[config.mk]
export PLATFORM = sky130hd
export DESIGN_NAME = reg_file_sync
export DESIGN_NICKNAME = d
export VERILOG_FILES = /design/src/rtl/cpu_pkg.sv /design/src/rtl/rf_clear_seq.sv /design/src/rtl/reg_file_sync.sv
export SDC_FILE = /design/constraint.sdc
export NUM_CORES = 1
export LEC_CHECK = 0
export BUFFER_PORTS_ARGS = -buffer_cell sky130_fd_sc_hd__clkbuf_2
export CAP_MARGIN = 20
export CORE_UTILIZATION = 35
export DETAILED_ROUTE_END_ITERATION = 12
export SLEW_MARGIN = 20
export SYNTH_ARGS = -nofsm -noshare
export SYNTH_HDL_FRONTEND = slang
export SYNTH_SLANG_ARGS = --single-unit
export TNS_END_PERCENT = 1
[constraint.sdc]
create_clock -name clk -period 5.2 [get_ports clk]
set_input_delay 0.52 -clock clk [delete_from_list [all_inputs] [get_ports clk]]
set_output_delay 0.52 -clock clk [all_outputs]
set_load 0.02 [all_outputs]
[src/rtl/cpu_pkg.sv]
// rtl/cpu_pkg.sv - shared register-file types and default sizes
package cpu_pkg;

  localparam int RF_DATA_W = 32;
  localparam int RF_ADDR_W = 4;

  typedef enum logic {
    RF_CLEAR = 1'b0,
    RF_READY = 1'b1
  } rf_state_t;

  function automatic int rf_depth(input int addr_w);
    return 1 << addr_w;
  endfunction

endpackage

[src/rtl/rf_clear_seq.sv]
// rtl/rf_clear_seq.sv - post-reset sweep that zeroes every register, one per cycle
module rf_clear_seq
  import cpu_pkg::*;
#(
  parameter int ADDR_W = RF_ADDR_W
) (
  input  logic              clk,
  input  logic              rst,
  output logic              busy,
  output logic              clr_we,
  output logic [ADDR_W-1:0] clr_addr
);

  localparam logic [ADDR_W-1:0] LAST_ADDR = '1;

  rf_state_t         state;
  logic [ADDR_W-1:0] clr_cnt;

  always_ff @(posedge clk) begin
    if (rst) begin
      state   <= RF_CLEAR;
      clr_cnt <= '0;
      busy    <= 1'b1;
    end else begin
      case (state)
        RF_CLEAR: begin
          // Last entry is written on the same edge that leaves CLEAR, so the counter never wraps.
          if (clr_cnt == LAST_ADDR) begin
            state <= RF_READY;
            busy  <= 1'b0;
          end else begin
            clr_cnt <= clr_cnt + 1'b1;
          end
        end
        RF_READY: begin
          state <= RF_READY;
          busy  <= 1'b0;
        end
        default: begin
          state <= RF_CLEAR;
          busy  <= 1'b1;
        end
      endcase
    end
  end

  assign clr_we   = (state == RF_CLEAR);
  assign clr_addr = clr_cnt;

endmodule

[src/rtl/reg_file_sync.sv]
// rtl/reg_file_sync.sv - 2R/1W synchronous register file with post-reset clear; REGFILE_BYPASS_EN forwards same-cycle writes to reads
module reg_file_sync
  import cpu_pkg::*;
#(
  parameter int DATA_W = RF_DATA_W,
  parameter int ADDR_W = RF_ADDR_W
) (
  input  logic              clk,
  input  logic              rst,
  input  logic [ADDR_W-1:0] read_addr1,
  input  logic              read_enable1,
  input  logic [ADDR_W-1:0] read_addr2,
  input  logic              read_enable2,
  input  logic [ADDR_W-1:0] write_addr,
  input  logic [DATA_W-1:0] write_data,
  input  logic              write_enable1,
  output logic [DATA_W-1:0] read_data1,
  output logic [DATA_W-1:0] read_data2,
  output logic              busy,
  output logic              write_err
);

  localparam int DEPTH = rf_depth(ADDR_W);

  logic [DATA_W-1:0] regfile [DEPTH];

  logic              clr_we;
  logic [ADDR_W-1:0] clr_addr;

  logic              arr_we;
  logic [ADDR_W-1:0] arr_addr;
  logic [DATA_W-1:0] arr_data;
  logic              fwd1;
  logic              fwd2;
  logic [DATA_W-1:0] rd1_next;
  logic [DATA_W-1:0] rd2_next;

  rf_clear_seq #(
    .ADDR_W (ADDR_W)
  ) u_clear_seq (
    .clk      (clk),
    .rst      (rst),
    .busy     (busy),
    .clr_we   (clr_we),
    .clr_addr (clr_addr)
  );

  // The sweep owns the write port while it runs; external writes are dropped.
  always_comb begin
    arr_we   = 1'b0;
    arr_addr = '0;
    arr_data = '0;
    if (clr_we) begin
      arr_we   = 1'b1;
      arr_addr = clr_addr;
      arr_data = '0;
    end else begin
      arr_we   = write_enable1;
      arr_addr = write_addr;
      arr_data = write_data;
    end
  end

  always_ff @(posedge clk) begin
    if (!rst && arr_we) begin
      regfile[arr_addr] <= arr_data;
    end
  end

  always_comb begin
    fwd1 = 1'b0;
    fwd2 = 1'b0;
`ifdef REGFILE_BYPASS_EN
    fwd1 = write_enable1 && (read_addr1 == write_addr);
    fwd2 = write_enable1 && (read_addr2 == write_addr);
`endif
    rd1_next = fwd1 ? write_data : regfile[read_addr1];
    rd2_next = fwd2 ? write_data : regfile[read_addr2];
  end

  always_ff @(posedge clk) begin
    if (rst) begin
      read_data1 <= '0;
      read_data2 <= '0;
      write_err  <= 1'b0;
    end else begin
      write_err <= clr_we & write_enable1;
      // Enabled reads during the sweep return zero so stale contents never leak out.
      if (read_enable1) begin
        read_data1 <= clr_we ? '0 : rd1_next;
      end
      if (read_enable2) begin
        read_data2 <= clr_we ? '0 : rd2_next;
      end
    end
  end

endmodule
-- Word level (Yosys, flattened, before mapping)
Memory sizes are Yosys's and may differ from the RTL's.
Cells that the tools add are included.
- register bits: 71
- bits in writable memories: 512
- input bits: 49
- output and inout bits: 66
- word-level logic and storage cells: 27
- memories: 1
- memories (name ; depth ; bits a word ; rd ports ; clocked after Yosys merged registers in ; wr ports ; line ; source):
    regfile ; 16 ; 32 ; 2 ; 0 ; 1 ; reg_file_sync.sv:25 ; logic [DATA_W-1:0] regfile [DEPTH];
- add/sub/neg operators: 1
- equal/unequal tests: 2
- mux-type cells: 11
- bitwise operators: 3
- reduce and logical (&&, ||, !) cells: 3
- operators by type and width (kind ; count):
    32-bit 2-to-1 mux ; 3
    1-bit 2-to-1 mux ; 5
    4-bit by 1-bit adder with 4-bit output, second input constant ; 1
    4-bit equality test, second input constant ; 1
    4-bit 2-to-1 mux ; 1
    1-bit one-hot mux with 2 select lines ; 2
    2-bit by 1-bit inequality test with 1-bit output, second input constant ; 1
    1-bit NOT ; 2
    2-bit AND reduction ; 1
    1-bit bitwise AND ; 1
    1-bit logical AND ; 1
    1-bit zero test ; 1

-- Logic depth before layout (Yosys ltp)
Gate-level depths: netlist of the first run.
- depth in word-level cells: 4
- gate-level depth with buffers: 8

-- By module
From an unflattened synthesis of the first run, not the netlist that was laid out.
- cells, all modules: 1447
- area total of the unflattened synthesis: 26182.6 sq um
- modules (own cells, without submodules) (module ; times used ; cells an instance ; area each (sq um)):
    reg_file_sync ; 1 ; 1425 ; 25938.6
    rf_clear_seq ; 1 ; 22 ; 244.0

-- Worst setup path before layout of the first run
No wires, ideal clock.
- kind: flip-flop to flip-flop
- from: reg u_clear_seq.state
- to: mem regfile[1][0] (netlist bit) (enable)
- library setup time: 0.421 ns
- data arrival time: 2.518 ns
- slack: 2.261 ns
- cell stages (with the launch flop): 6
- path through: dfxtp_1 > clkbuf_1 > clkbuf_1 > nand2_1 > o32a_1 > nor2_1
- longest elaborated chain between the ends: 4
- elaborated cells between the ends (all ways): 5
- classes of those cells: mux: 4; reduce/logical: 1
- RTL lines (what ; line ; source):
    start: declaration ; rf_clear_seq.sv:16 ; rf_state_t state;
    start signal: assignment ; rf_clear_seq.sv:21 ; state <= RF_CLEAR;
    start signal: assignment ; rf_clear_seq.sv:29 ; state <= RF_READY;
    start signal: assignment ; rf_clear_seq.sv:36 ; state <= RF_READY;
    1-bit 2-to-1 mux ; reg_file_sync.sv:53 ; if (clr_we) begin
    1-bit logical AND ; reg_file_sync.sv:65 ; if (!rst && arr_we) begin
    1-bit 2-to-1 mux ; reg_file_sync.sv:65 ;
    1-bit 2-to-1 mux (implied by the code) ; reg_file_sync.sv:66 ; regfile[arr_addr] <= arr_data;
    end: declaration ; reg_file_sync.sv:25 ;
Several ways; a longest one is shown, not always the timed one.

-- Worst setup path in the final report of the first run
- from: reg u_clear_seq.state
- to: reg read_data1[16]
- longest elaborated chain between the ends: 1
- RTL lines (what ; line ; source):
    32-bit 2-to-1 mux ; reg_file_sync.sv:90 ; read_data1 <= clr_we ? '0 : rd1_next;
    end signal: assignment ; reg_file_sync.sv:90 ;
    end: declaration ; reg_file_sync.sv:17 ; output logic [DATA_W-1:0] read_data1,
Every way passes these cells.
A chain may end at the register's enable or synchronous reset.

==> impl_metrics.xml, run 1 <==
<?xml version="1.0" encoding="UTF-8"?>
<metrics>
  <group name="critical_path">
    <metric name="worst_setup_path_type" unit="">flip-flop to flip-flop</metric>
    <metric name="critical_path.startpoint_type" unit="">flip-flop</metric>
    <metric name="rr_endpoint" unit="">read_data1[16]$_SDFFE_PP0P_</metric>
    <metric name="critical_path_required" unit="ns">5.75</metric>
    <metric name="worst-endpoint-arrival" unit="ns">3.47</metric>
    <metric name="worst-path-max-fanout" unit="">34</metric>
    <metric name="r2r_slack" unit="ns">2.28</metric>
    <metric name="rr_startpoint" unit="">u_clear_seq.state$_SDFF_PP0_</metric>
    <metric name="r2r.worst_path.cells" unit="">6</metric>
    <metric name="critical_path.endpoint_type" unit="">flip-flop</metric>
  </group>
  <group name="route">
    <metric name="drt_pre_antenna_iters" unit="">5</metric>
    <metric name="drt_first_iter_violations" unit="">1506</metric>
    <metric name="route.detailed.vias_per_inst" unit="">5.81</metric>
    <metric name="num_vias" unit="">14600</metric>
    <metric name="routedWlPerCell" unit="microns">28.9</metric>
    <metric name="drc_errors" unit="">0</metric>
    <metric name="final_ant_viol_nets" unit="">0</metric>
    <metric name="postRouteWirelength" unit="microns">72800</metric>
  </group>
  <group name="floorplan">
    <metric name="die_h" unit="microns">276</metric>
    <metric name="core.rowCount" unit="">100</metric>
    <metric name="floorplan.die_area" unit="sq um">76100</metric>
    <metric name="initial_core_util" unit="">0.353</metric>
    <metric name="io_pins" unit="">115</metric>
    <metric name="core_region_area" unit="sq um">74300</metric>
    <metric name="die_x" unit="microns">276</metric>
  </group>
  <group name="job">
    <metric name="max_cap_violations" unit="">0</metric>
  </group>
  <group name="sta">
    <metric name="rsz0062_at_grt" unit="">no</metric>
    <metric name="slew_violations" unit="">0</metric>
    <metric name="fin_worst_hold_slack" unit="ns">0.188</metric>
    <metric name="setup_tns" unit="ns">0</metric>
    <metric name="fin_skew" unit="ns">0.0212</metric>
    <metric name="clock.fmax" unit="MHz">342</metric>
    <metric name="worst_slew_slack_as_a_fraction_of_its_limit" unit="">0.325</metric>
    <metric name="fin_crit_sh" unit="">0.562</metric>
    <metric name="report.final.setup_viol" unit="">0</metric>
    <metric name="finalHoldViolations" unit="">0</metric>
    <metric name="setup_slack" unit="ns">2.28</metric>
    <metric name="worstMarginPinSlew" unit="ns">1.01</metric>
    <metric name="final.min_clock_period" unit="ns">2.92</metric>
  </group>
  <group name="layout">
    <metric name="num_antenna_cells" unit="">0</metric>
    <metric name="most_common_library_cell_in_the_layout_ignoring_fill_and_taps" unit="">edfxtp_1</metric>
    <metric name="post_layout_net_count" unit="">1553</metric>
    <metric name="drive_gt1_frac" unit="">0.307</metric>
    <metric name="leading_cell_types_in_the_layout_fill_and_taps_excluded" unit="">edfxtp_1 (512), mux4_2 (133), clkbuf_2 (108)</metric>
    <metric name="finished_layout_cells" unit="">2517</metric>
    <metric name="area_delta_synth_final" unit="%">13.2</metric>
  </group>
  <group name="synth">
    <metric name="synth.yosys.seq_area_share" unit="">0.640</metric>
    <metric name="post_syn_nets" unit="">1444</metric>
    <metric name="number_of_synthesized_flops_with_an_enable_pin" unit="">512</metric>
    <metric name="yosysWarningCount" unit="">0</metric>
    <metric name="ys_dominant_reg_cell" unit="">edfxtp_1</metric>
    <metric name="synth.avg_cell_area" unit="sq um">18.8</metric>
    <metric name="yosys.cell_types.count" unit="">52</metric>
    <metric name="yosys_register_bits" unit="">583</metric>
    <metric name="synthesis.instances" unit="">1394</metric>
    <metric name="post_synth_instance_area" unit="sq um">26300</metric>
    <metric name="asyncSetResetFlopFracSynth" unit="">0</metric>
  </group>
  <group name="grt">
    <metric name="grt_use_met3" unit="">0.0325</metric>
    <metric name="overflow" unit="">0</metric>
    <metric name="grt_use_met2" unit="">0.338</metric>
    <metric name="met1_usage" unit="">0.232</metric>
    <metric name="grt_start_max_net_pins" unit="">103</metric>
    <metric name="grt_util_all_layers" unit="">0.190</metric>
    <metric name="grt_antenna_before_repair" unit="">1</metric>
    <metric name="grt_most_used_layer" unit="">met2</metric>
    <metric name="grt_first_pass_wirelength" unit="microns">104000</metric>
    <metric name="grt_pass1_vias" unit="">15200</metric>
  </group>
  <group name="clocking">
    <metric name="root_buffer" unit="">clkbuf_16</metric>
    <metric name="tritoncts" unit="">done</metric>
    <metric name="cts_max_level" unit="">2</metric>
    <metric name="insertion_delay" unit="ns">0.63</metric>
    <metric name="postCtsHoldBufs" unit="">0</metric>
    <metric name="clkTransAtPathRegs" unit="ns">0.06</metric>
    <metric name="post_cts_buffers" unit="">0</metric>
    <metric name="clock_tree.buffer_depth" unit="">3</metric>
    <metric name="cts_sinks" unit="">583</metric>
    <metric name="tritoncts.num_buffers" unit="">56</metric>
    <metric name="cts.repair.resized" unit="">0</metric>
  </group>
  <group name="power_and_ir_drop">
    <metric name="power.leakage" unit="uW">0.0103</metric>
    <metric name="vdd_ir_drop_max" unit="mV">0.289</metric>
    <metric name="totalPowerFinal" unit="uW">9700</metric>
    <metric name="power.density_cell_area" unit="nW/um^2">326</metric>
  </group>
  <group name="run_status">
    <metric name="run_status" unit="">completed</metric>
  </group>
  <group name="place">
    <metric name="dp_hpwl" unit="microns">42700</metric>
    <metric name="portBuffers" unit="">114</metric>
    <metric name="placedCellCount" unit="">2414</metric>
    <metric name="preCtsSetupSlack" unit="ns">2.12</metric>
    <metric name="place_congestion" unit="">0.766</metric>
  </group>
  <group name="hold_path">
    <metric name="hold-path-cell-count" unit="">2</metric>
    <metric name="min_path_type" unit="">primary input to flip-flop</metric>
    <metric name="timing.hold.worst.start" unit="">write_enable1</metric>
    <metric name="min_delay_worst_endpoint" unit="">write_err$_SDFF_PP0_</metric>
  </group>
</metrics>
## metal layers
metal	vias to the layer above	wire [microns]
met5	-	11
met4	2	2230
met3	140	4370
met2	593	37900
met1	7794	28300
li1	6106	-
## cell usage after synthesis (all sizes together), types with 2 or more instances
cell / number / area [sq um]
nor3: 2 / 10.0
clkbuf: 23 / 104
xnor2: 2 / 17.5
mux2: 42 / 473
a2bb2oi: 20 / 175
o31ai: 2 / 15.0
nor3b: 2 / 15.0
o211ai: 25 / 188
buf: 84 / 589
inv: 3 / 11.3
nor4bb: 2 / 26.3
mux4: 214 / 5080
a21oi: 2 / 10.0
o21ai: 9 / 45.0
nor2: 47 / 176
mux2i: 93 / 931
a22oi: 95 / 758
and2: 36 / 226
o221ai: 20 / 175
o22ai: 2 / 12.5
nand2: 63 / 236
a31oi: 3 / 18.8
nor2b: 5 / 31.3
edfxtp: 512 / 15400
dfxtp: 71 / 1420
## through the flow
step | instance area (sq um) | utilization
2_1_floorplan | 26300 | -
3_3_place_gp | 27900 | 0.376
3_5_place_dp | 28000 | 0.376
4_1_cts | 29700 | 0.400
5_1_grt | 29700 | 0.400
6_report | 29700 | 0.400
## final cells by class
class / instances / area (sq um)
clock buffer: 84 / 1560
clock inverter: 19 / 206
fill: 6658 / 44600
inverter: 3 / 11.3
multi-input combinational: 700 / 8910
sequential: 583 / 16800
tap: 969 / 1210
timing repair buffer: 159 / 1020
## state kept, by name, summed over array words and instances, names as in the netlist
| register | flops |
|---|---|
| read_data2 | 32 |
| read_data1 | 32 |
| u_clear_seq.state | 1 |
| write_err | 1 |
| u_clear_seq.busy | 1 |
| u_clear_seq.clr_addr | 4 |
| regfile | 512 |
## worst max path at each step
stage | from | end | slack, ns | cells after the start
floorplan | u_clear_seq.state$_SDFF_PP0_ | regfile[1][0]$_DFFE_PP_ | 2.26 | 5
global placement | read_addr2[1] | read_data2[21]$_SDFFE_PP0P_ | 2.14 | 6
detailed placement | read_addr2[1] | read_data2[21]$_SDFFE_PP0P_ | 2.12 | 6
CTS | u_clear_seq.state$_SDFF_PP0_ | read_data1[16]$_SDFFE_PP0P_ | 2.24 | 6
global route | u_clear_seq.state$_SDFF_PP0_ | read_data1[30]$_SDFFE_PP0P_ | 2.16 | 6
finish | u_clear_seq.state$_SDFF_PP0_ | read_data1[16]$_SDFFE_PP0P_ | 2.28 | 6
## worst max-delay path, cell delays in order (launching register included)
cell and delay [ns]:
dfxtp_2 0.50, buf_4 0.56, and4b_1 0.37, and2_1 0.81, buf_4 0.39, a22oi_1 0.13
nand2_1 0.07
## power breakdown
part | switching, uW | internal, uW | leakage (uW)
clock network | 1750 | 2260 | 0.000863
logic | 313 | 270 | 0.00392
registers | 23.9 | 5080 | 0.00556
total | 2090 | 7610 | 0.0103
## cells by family after synthesis
logic type	Yosys count	share of synthesized area
muxes	349	0.247
DFF	583	0.640
xor gates and xnor gates	2	0.000667
adders and majority gates	1	0.000477
AOI/OAI and AO/OA	181	0.0542
and+or+nand+nor	167	0.0304
buffers and inverters	111	0.0273
Note: power is estimated with default switching activity, not from simulation.
==> inputs of run 2 (changes only) <==
Settings changed: ABC_AREA set to 1.
Clock period 5.2 ns to 2.6 ns, I/O delays scaled along.
==> impl_metrics.xml, run 2 <==
<?xml version="1.0" encoding="UTF-8"?>
<metrics>
  <group name="power_and_ir_drop">
    <metric name="power.leakage" unit="uW">0.0151</metric>
    <metric name="totalPowerFinal" unit="uW">21100</metric>
    <metric name="power.density_cell_area" unit="nW/um^2">620</metric>
    <metric name="vdd_ir_drop_max" unit="mV">0.365</metric>
  </group>
  <group name="route">
    <metric name="drt_pre_antenna_iters" unit="">6</metric>
    <metric name="num_vias" unit="">25000</metric>
    <metric name="postRouteWirelength" unit="microns">95500</metric>
    <metric name="final_ant_viol_nets" unit="">0</metric>
    <metric name="routedWlPerCell" unit="microns">19.6</metric>
    <metric name="route.detailed.vias_per_inst" unit="">5.13</metric>
    <metric name="drc_errors" unit="">0</metric>
    <metric name="drt_first_iter_violations" unit="">3009</metric>
  </group>
  <group name="place">
    <metric name="dp_hpwl" unit="microns">55300</metric>
    <metric name="portBuffers" unit="">114</metric>
    <metric name="place_congestion" unit="">0.840</metric>
  </group>
  <group name="critical_path">
    <metric name="worst-endpoint-arrival" unit="ns">2.49</metric>
    <metric name="rr_startpoint" unit="">u_clear_seq.state$_SDFF_PP0_</metric>
    <metric name="critical_path.startpoint_type" unit="">flip-flop</metric>
    <metric name="worst_setup_path_type" unit="">flip-flop to flip-flop</metric>
    <metric name="critical_path.endpoint_type" unit="">flip-flop</metric>
    <metric name="startpoint" unit="">u_clear_seq.state$_SDFF_PP0_</metric>
    <metric name="critical_path_required" unit="ns">2.85</metric>
    <metric name="r2r.worst_path.cells" unit="">5</metric>
    <metric name="worst-path-max-fanout" unit="">20</metric>
  </group>
  <group name="hold_path">
    <metric name="hold-path-cell-count" unit="">5</metric>
    <metric name="timing.hold.worst.start" unit="">read_enable1</metric>
    <metric name="min_path_type" unit="">primary input to flip-flop</metric>
  </group>
  <group name="synth">
    <metric name="post_syn_nets" unit="">3695</metric>
    <metric name="asyncSetResetFlopFracSynth" unit="">0</metric>
    <metric name="ys_dominant_reg_cell" unit="">edfxtp_1</metric>
    <metric name="number_of_synthesized_flops_with_an_enable_pin" unit="">512</metric>
    <metric name="yosys_register_bits" unit="">583</metric>
    <metric name="yosys.cell_types.count" unit="">23</metric>
    <metric name="synth_top_cells_by_area" unit="">edfxtp_1 (51%), nand2_1 (16%), nand3_1 (15%)</metric>
    <metric name="synth.avg_cell_area" unit="sq um">8.22</metric>
    <metric name="synth_area_leader_cell" unit="">edfxtp_1</metric>
    <metric name="yosysWarningCount" unit="">0</metric>
    <metric name="synth.yosys.seq_area_share" unit="">0.561</metric>
    <metric name="synth_top_cells_by_count" unit="">nand2_1 (1261), nand3_1 (898), inv_1 (559), edfxtp_1 (512), buf_2 (152)</metric>
    <metric name="synth_largest_type_area_fraction" unit="">0.513</metric>
    <metric name="synthesis.instances" unit="">3645</metric>
    <metric name="yosys.cell_count.top_type" unit="">nand2_1</metric>
    <metric name="post_synth_instance_area" unit="sq um">30000</metric>
  </group>
  <group name="sta">
    <metric name="fin_worst_hold_slack" unit="ns">0.169</metric>
    <metric name="clock.fmax" unit="MHz">446</metric>
    <metric name="slew_violations" unit="">0</metric>
    <metric name="setup_tns" unit="ns">0</metric>
    <metric name="finalHoldViolations" unit="">0</metric>
    <metric name="report.final.setup_viol" unit="">0</metric>
    <metric name="worstMarginPinSlew" unit="ns">0.929</metric>
    <metric name="fin_crit_sh" unit="">0.861</metric>
    <metric name="worst_slew_slack_as_a_fraction_of_its_limit" unit="">0.378</metric>
    <metric name="final.min_clock_period" unit="ns">2.24</metric>
    <metric name="rsz0062_at_grt" unit="">no</metric>
    <metric name="fin_skew" unit="ns">0.0276</metric>
  </group>
  <group name="clocking">
    <metric name="root_buffer" unit="">clkbuf_16</metric>
    <metric name="post_cts_buffers" unit="">0</metric>
    <metric name="clock_tree.buffer_depth" unit="">3</metric>
    <metric name="tritoncts.num_buffers" unit="">67</metric>
    <metric name="tritoncts" unit="">done</metric>
    <metric name="cts_sinks" unit="">583</metric>
    <metric name="cts.repair.resized" unit="">0</metric>
    <metric name="clkTransAtPathRegs" unit="ns">0.06</metric>
    <metric name="cts_max_level" unit="">3</metric>
    <metric name="insertion_delay" unit="ns">0.62</metric>
  </group>
  <group name="grt">
    <metric name="grt_start_max_net_pins" unit="">113</metric>
    <metric name="grt_use_met2" unit="">0.345</metric>
    <metric name="grt_pass1_vias" unit="">23300</metric>
    <metric name="grt_first_pass_wirelength" unit="microns">143000</metric>
    <metric name="grt_most_used_layer" unit="">met2</metric>
    <metric name="grt_util_all_layers" unit="">0.219</metric>
    <metric name="grt_antenna_before_repair" unit="">0</metric>
    <metric name="overflow" unit="">0</metric>
    <metric name="grt_use_met3" unit="">0.0336</metric>
    <metric name="met1_usage" unit="">0.308</metric>
  </group>
  <group name="floorplan">
    <metric name="floorplan.die_area" unit="sq um">86800</metric>
    <metric name="core_region_area" unit="sq um">84200</metric>
    <metric name="io_pins" unit="">115</metric>
    <metric name="die_h" unit="microns">295</metric>
    <metric name="core.rowCount" unit="">106</metric>
    <metric name="die_x" unit="microns">295</metric>
    <metric name="initial_core_util" unit="">0.356</metric>
  </group>
  <group name="run_status">
    <metric name="run_status" unit="">completed</metric>
  </group>
  <group name="layout">
    <metric name="post_layout_net_count" unit="">3731</metric>
    <metric name="leading_cell_types_in_the_layout_fill_and_taps_excluded" unit="">nand2_1 (1261), nand3_1 (898), inv_1 (551)</metric>
    <metric name="top_regs" unit="">regfile x512, read_data1 x32, read_data2 x32</metric>
    <metric name="fillers" unit="">8333</metric>
    <metric name="largest_register" unit="">regfile</metric>
    <metric name="drive_gt1_frac" unit="">0.0860</metric>
    <metric name="largest_register_ffs" unit="">512</metric>
    <metric name="area_delta_synth_final" unit="%">13.3</metric>
    <metric name="most_common_library_cell_in_the_layout_ignoring_fill_and_taps" unit="">nand2_1</metric>
    <metric name="utilization_after_layout" unit="">0.403</metric>
  </group>
  <group name="job">
    <metric name="max_cap_violations" unit="">0</metric>
  </group>
</metrics>
[run 2: cell types whose count changed after synthesis, moves of 62 or more]
cell	before	now
nand2_1	63	1261
nand3_1	1	898
a22oi_1	86	0
a21oi_1	2	64
buf_2	38	152
mux4_2	133	0
inv_1	3	559
mux2i_1	93	0
[run 2: area by class of cell]
cell class                      count  area (sq um)  area share
Clock inverter                     31           165     0.00487
Tap cell                         1134          1420      0.0418
Clock buffer                       91          1860      0.0548
Sequential cell                   583         16800       0.495
Timing Repair Buffer              201          1680      0.0496
Antenna cell                        1          2.50   0.0000737
Inverter                          563          2140      0.0629
Multi-Input combinational cell   2265          9880       0.291
[run 2: per-layer routing]
layer  wire length (microns)  share of wire
met1                   41300           0.43
met4                    2410          0.025
met5                       0              0
met3                    8120          0.085
met2                   43600           0.46
[run 2: worst max-delay path: stages, from the launching register on]
cell,delay (ns)
dfxtp_2,0.33
buf_4,0.20
a21oi_1,0.31
o211ai_1,0.41
nor2_4,0.21
buf_4,0.40
[run 2: timing repair]
| item | CTS | global route |
|---|---|---|
| setup endpoints to repair | 0 | 0 |
| hold endpoints to repair | 1 | 0 |
| hold buffers | 1 | 0 |
[run 2: cells by family after synthesis]
kind of cell	after synthesis	synth area share
DFF	583	0.561
buffers and inverters	797	0.114
adders and majority gates	1	0.000418
AOI/OAI and AO/OA	74	0.0131
and+or+nand+nor	2190	0.312
[run 2: path summary, 6_finish.rpt]
path	to	slack, ns
hold reg to reg	read_data2[24]$_SDFFE_PP0P_	0.46
setup reg to reg	regfile[10][9]$_DFFE_PP_	0.36
hold / removal	read_data1[29]$_SDFFE_PP0P_	0.17
setup / recovery	regfile[10][9]$_DFFE_PP_	0.36
[run 2: metrics by stage]
stage / cells / area, sq um / setup WS [ns]
2_1_floorplan: 3645 / 30000 / -0.186
3_5_place_dp: 4745 / 31900 / 0.384
4_1_cts: 4868 / 33900 / 0.358
6_report: 4869 / 33900 / 0.360
5_1_grt: 4868 / 33900 / 0.256
3_3_place_gp: 4745 / 31900 / 0.360
[run 2: report_power, final]
group / switching (uW) / leakage (uW) / internal (uW)
clock: 3910 / 0.000990 / 5030
sequential: 24.6 / 0.00559 / 10200
combinational: 1380 / 0.00857 / 568
==> inputs of run 3 (changes only) <==
Settings changed: CORE_MARGIN set to 1.5.
==> impl_metrics.xml, run 3 (synthesis results as in run 2) <==
<?xml version="1.0" encoding="UTF-8"?>
<metrics>
  <group name="run_status">
    <metric name="run_status" unit="">completed</metric>
  </group>
  <group name="route">
    <metric name="final_ant_viol_nets" unit="">0</metric>
    <metric name="postRouteWirelength" unit="microns">97900</metric>
    <metric name="num_vias" unit="">25100</metric>
    <metric name="route.detailed.vias_per_inst" unit="">5.14</metric>
    <metric name="drt_first_iter_violations" unit="">2564</metric>
    <metric name="drt_pre_antenna_iters" unit="">6</metric>
    <metric name="routedWlPerCell" unit="microns">20.1</metric>
    <metric name="drc_errors" unit="">0</metric>
  </group>
  <group name="floorplan">
    <metric name="io_pins" unit="">115</metric>
    <metric name="floorplan.die_area" unit="sq um">87400</metric>
    <metric name="core_region_area" unit="sq um">85000</metric>
    <metric name="die_x" unit="microns">296</metric>
    <metric name="initial_core_util" unit="">0.352</metric>
    <metric name="core.rowCount" unit="">107</metric>
    <metric name="die_h" unit="microns">296</metric>
  </group>
  <group name="sta">
    <metric name="slew_violations" unit="">0</metric>
    <metric name="clock.fmax" unit="MHz">417</metric>
    <metric name="worstMarginPinSlew" unit="ns">0.953</metric>
    <metric name="worst_slew_slack_as_a_fraction_of_its_limit" unit="">0.362</metric>
    <metric name="fin_worst_hold_slack" unit="ns">0.0807</metric>
    <metric name="fin_skew" unit="ns">0.0330</metric>
    <metric name="fin_crit_sh" unit="">0.923</metric>
    <metric name="finalHoldViolations" unit="">0</metric>
    <metric name="report.final.setup_viol" unit="">0</metric>
    <metric name="final.min_clock_period" unit="ns">2.40</metric>
    <metric name="rsz0062_at_grt" unit="">no</metric>
  </group>
  <group name="clocking">
    <metric name="cts_max_level" unit="">3</metric>
    <metric name="root_buffer" unit="">clkbuf_16</metric>
    <metric name="tritoncts.num_buffers" unit="">66</metric>
    <metric name="clock_tree.buffer_depth" unit="">3</metric>
    <metric name="tritoncts" unit="">done</metric>
    <metric name="cts_sinks" unit="">583</metric>
    <metric name="clkTransAtPathRegs" unit="ns">0.06</metric>
    <metric name="insertion_delay" unit="ns">0.63</metric>
  </group>
  <group name="critical_path">
    <metric name="timing.critical_path.slowest_stage_cell" unit="">dfxtp_2</metric>
    <metric name="critical_path.max_stage_delay" unit="ns">0.45</metric>
    <metric name="critical_path.startpoint_type" unit="">flip-flop</metric>
    <metric name="critical_path_required" unit="ns">2.86</metric>
    <metric name="worst_setup_path_type" unit="">flip-flop to flip-flop</metric>
    <metric name="crit_path_cells" unit="">inv_1, or2_2, o21ai_0, nand2_1, nor2_4, buf_4</metric>
    <metric name="critical_path.endpoint_type" unit="">flip-flop</metric>
    <metric name="worst-path-max-fanout" unit="">19</metric>
    <metric name="worst-endpoint-arrival" unit="ns">2.66</metric>
  </group>
  <group name="power_and_ir_drop">
    <metric name="power.leakage" unit="uW">0.0153</metric>
    <metric name="cellInternalPower" unit="uW">16300</metric>
    <metric name="switching_share" unit="">0.248</metric>
    <metric name="power_switching" unit="uW">5350</metric>
    <metric name="seq_power_share" unit="">0.471</metric>
    <metric name="vdd_ir_drop_max" unit="mV">0.383</metric>
    <metric name="p_clk_frac" unit="">0.438</metric>
    <metric name="comb_power_share" unit="">0.091</metric>
    <metric name="power.density_cell_area" unit="nW/um^2">632</metric>
  </group>
  <group name="layout">
    <metric name="leading_cell_types_in_the_layout_fill_and_taps_excluded" unit="">nand2_1 (1261), nand3_1 (898), inv_1 (551)</metric>
    <metric name="top_regs" unit="">regfile x512, read_data1 x32, read_data2 x32</metric>
    <metric name="largest_register" unit="">regfile</metric>
    <metric name="post-route-cell-area" unit="sq um">34200</metric>
    <metric name="area_delta_synth_final" unit="%">14.2</metric>
    <metric name="finished_layout_cells" unit="">4881</metric>
    <metric name="most_common_library_cell_in_the_layout_ignoring_fill_and_taps" unit="">nand2_1</metric>
    <metric name="largest_register_ffs" unit="">512</metric>
    <metric name="num_antenna_cells" unit="">0</metric>
    <metric name="drive_gt1_frac" unit="">0.0894</metric>
    <metric name="post_layout_net_count" unit="">3735</metric>
  </group>
  <group name="job">
    <metric name="max_cap_violations" unit="">0</metric>
  </group>
  <group name="hold_path">
    <metric name="min_path_type" unit="">primary input to flip-flop</metric>
  </group>
  <group name="place">
    <metric name="dp_hpwl" unit="microns">56600</metric>
    <metric name="placedCellCount" unit="">4760</metric>
    <metric name="place_congestion" unit="">0.816</metric>
    <metric name="portBuffers" unit="">114</metric>
    <metric name="placed_area" unit="sq um">32000</metric>
  </group>
  <group name="grt">
    <metric name="grt_pass1_vias" unit="">23800</metric>
    <metric name="grt_antenna_before_repair" unit="">0</metric>
    <metric name="grt_util_all_layers" unit="">0.224</metric>
    <metric name="grt_start_max_net_pins" unit="">102</metric>
    <metric name="overflow" unit="">0</metric>
    <metric name="grt_first_pass_wirelength" unit="microns">147000</metric>
  </group>
</metrics>
==> run 3: changes by cell type in the layout (fill, tap and decap cells not counted) <==
cell,before,now
clkbuf_8,7,11
clkinv_4,0,1
buf_4,57,56
clkinv_8,0,2
diode_2,1,0
clkbuf_16,69,67
clkinv_1,18,8
bufinv_16,0,5
clkinv_2,9,8
buf_12,34,40
inv_6,4,2
clkinvlp_4,1,2
==> run 3: worst paths after layout <==
check | startpoint | endpoint | slack [ns] | cells after the start
worst max-delay path | u_clear_seq.state$_SDFF_PP0_ | regfile[8][18]$_DFFE_PP_ | 0.20 | 6
worst min-delay path | read_enable2 | read_data2[27]$_SDFFE_PP0P_ | 0.08 | 4
worst max register to register | u_clear_seq.state$_SDFF_PP0_ | regfile[8][18]$_DFFE_PP_ | 0.20 | 6
worst min register to register | read_data1[0]$_SDFFE_PP0P_ | read_data1[0]$_SDFFE_PP0P_ | 0.46 | 2
==> run 3: repair_timing <==
item	4_1_cts	5_1_grt
hold endpoints to repair	1	0
buffers inserted	0	0
resized for setup	0	0
hold buffers	1	0
==> run 3: final cells by class <==
cell class	count	area [sq um]
fillers	8409	50800
multi-input cells	2265	9880
well taps	1144	1430
repair buffers	206	1790
flip-flops and latches	583	16800
clock buffers	93	1860
clock inverters	27	304
inverters	563	2140
==> run 3: power by group through the flow <==
| stage | Combinational (uW) | Sequential [uW] | Clock [uW] |
|---|---|---|---|
| after CTS | 1950 | 10200 | 9620 |
| final | 1960 | 10200 | 9460 |
| after global placement | 1940 | 10400 | 0 |
| after global routing | 2130 | 10200 | 9990 |
| after floorplan | 1260 | 10400 | 0 |
| after detailed placement | 1940 | 10400 | 0 |
==> run 3: stage by stage <==
step | setup slack [ns] | util | setup TNS (ns) | power (uW)
6_report | 0.201 | 0.402 | 0 | 21600
4_1_cts | 0.244 | 0.402 | 0 | 21700
3_3_place_gp | 0.272 | 0.377 | 0 | 12300
2_1_floorplan | -0.186 | - | -79.52 | 11600
5_1_grt | 0.115 | 0.402 | 0 | 22300
3_5_place_dp | 0.276 | 0.377 | 0 | 12300
==> run 3: metal layers <==
layer	global-route usage	wire length [microns]	up-vias
met3	0.0368	8200	179
li1	-	-	11800
met1	0.308	41800	11900
met4	0.0808	2950	0
met2	0.355	45000	1176
met5	0	0	-
==> run 3: worst max-delay path: cells and delay by family (launching register included) <==
| kind | cells | cell delay [ns] |
|---|---|---|
| simple gates | 3 | 0.84 |
| buf+inv | 2 | 0.55 |
| compound gates | 1 | 0.18 |
| flops | 1 | 0.45 |
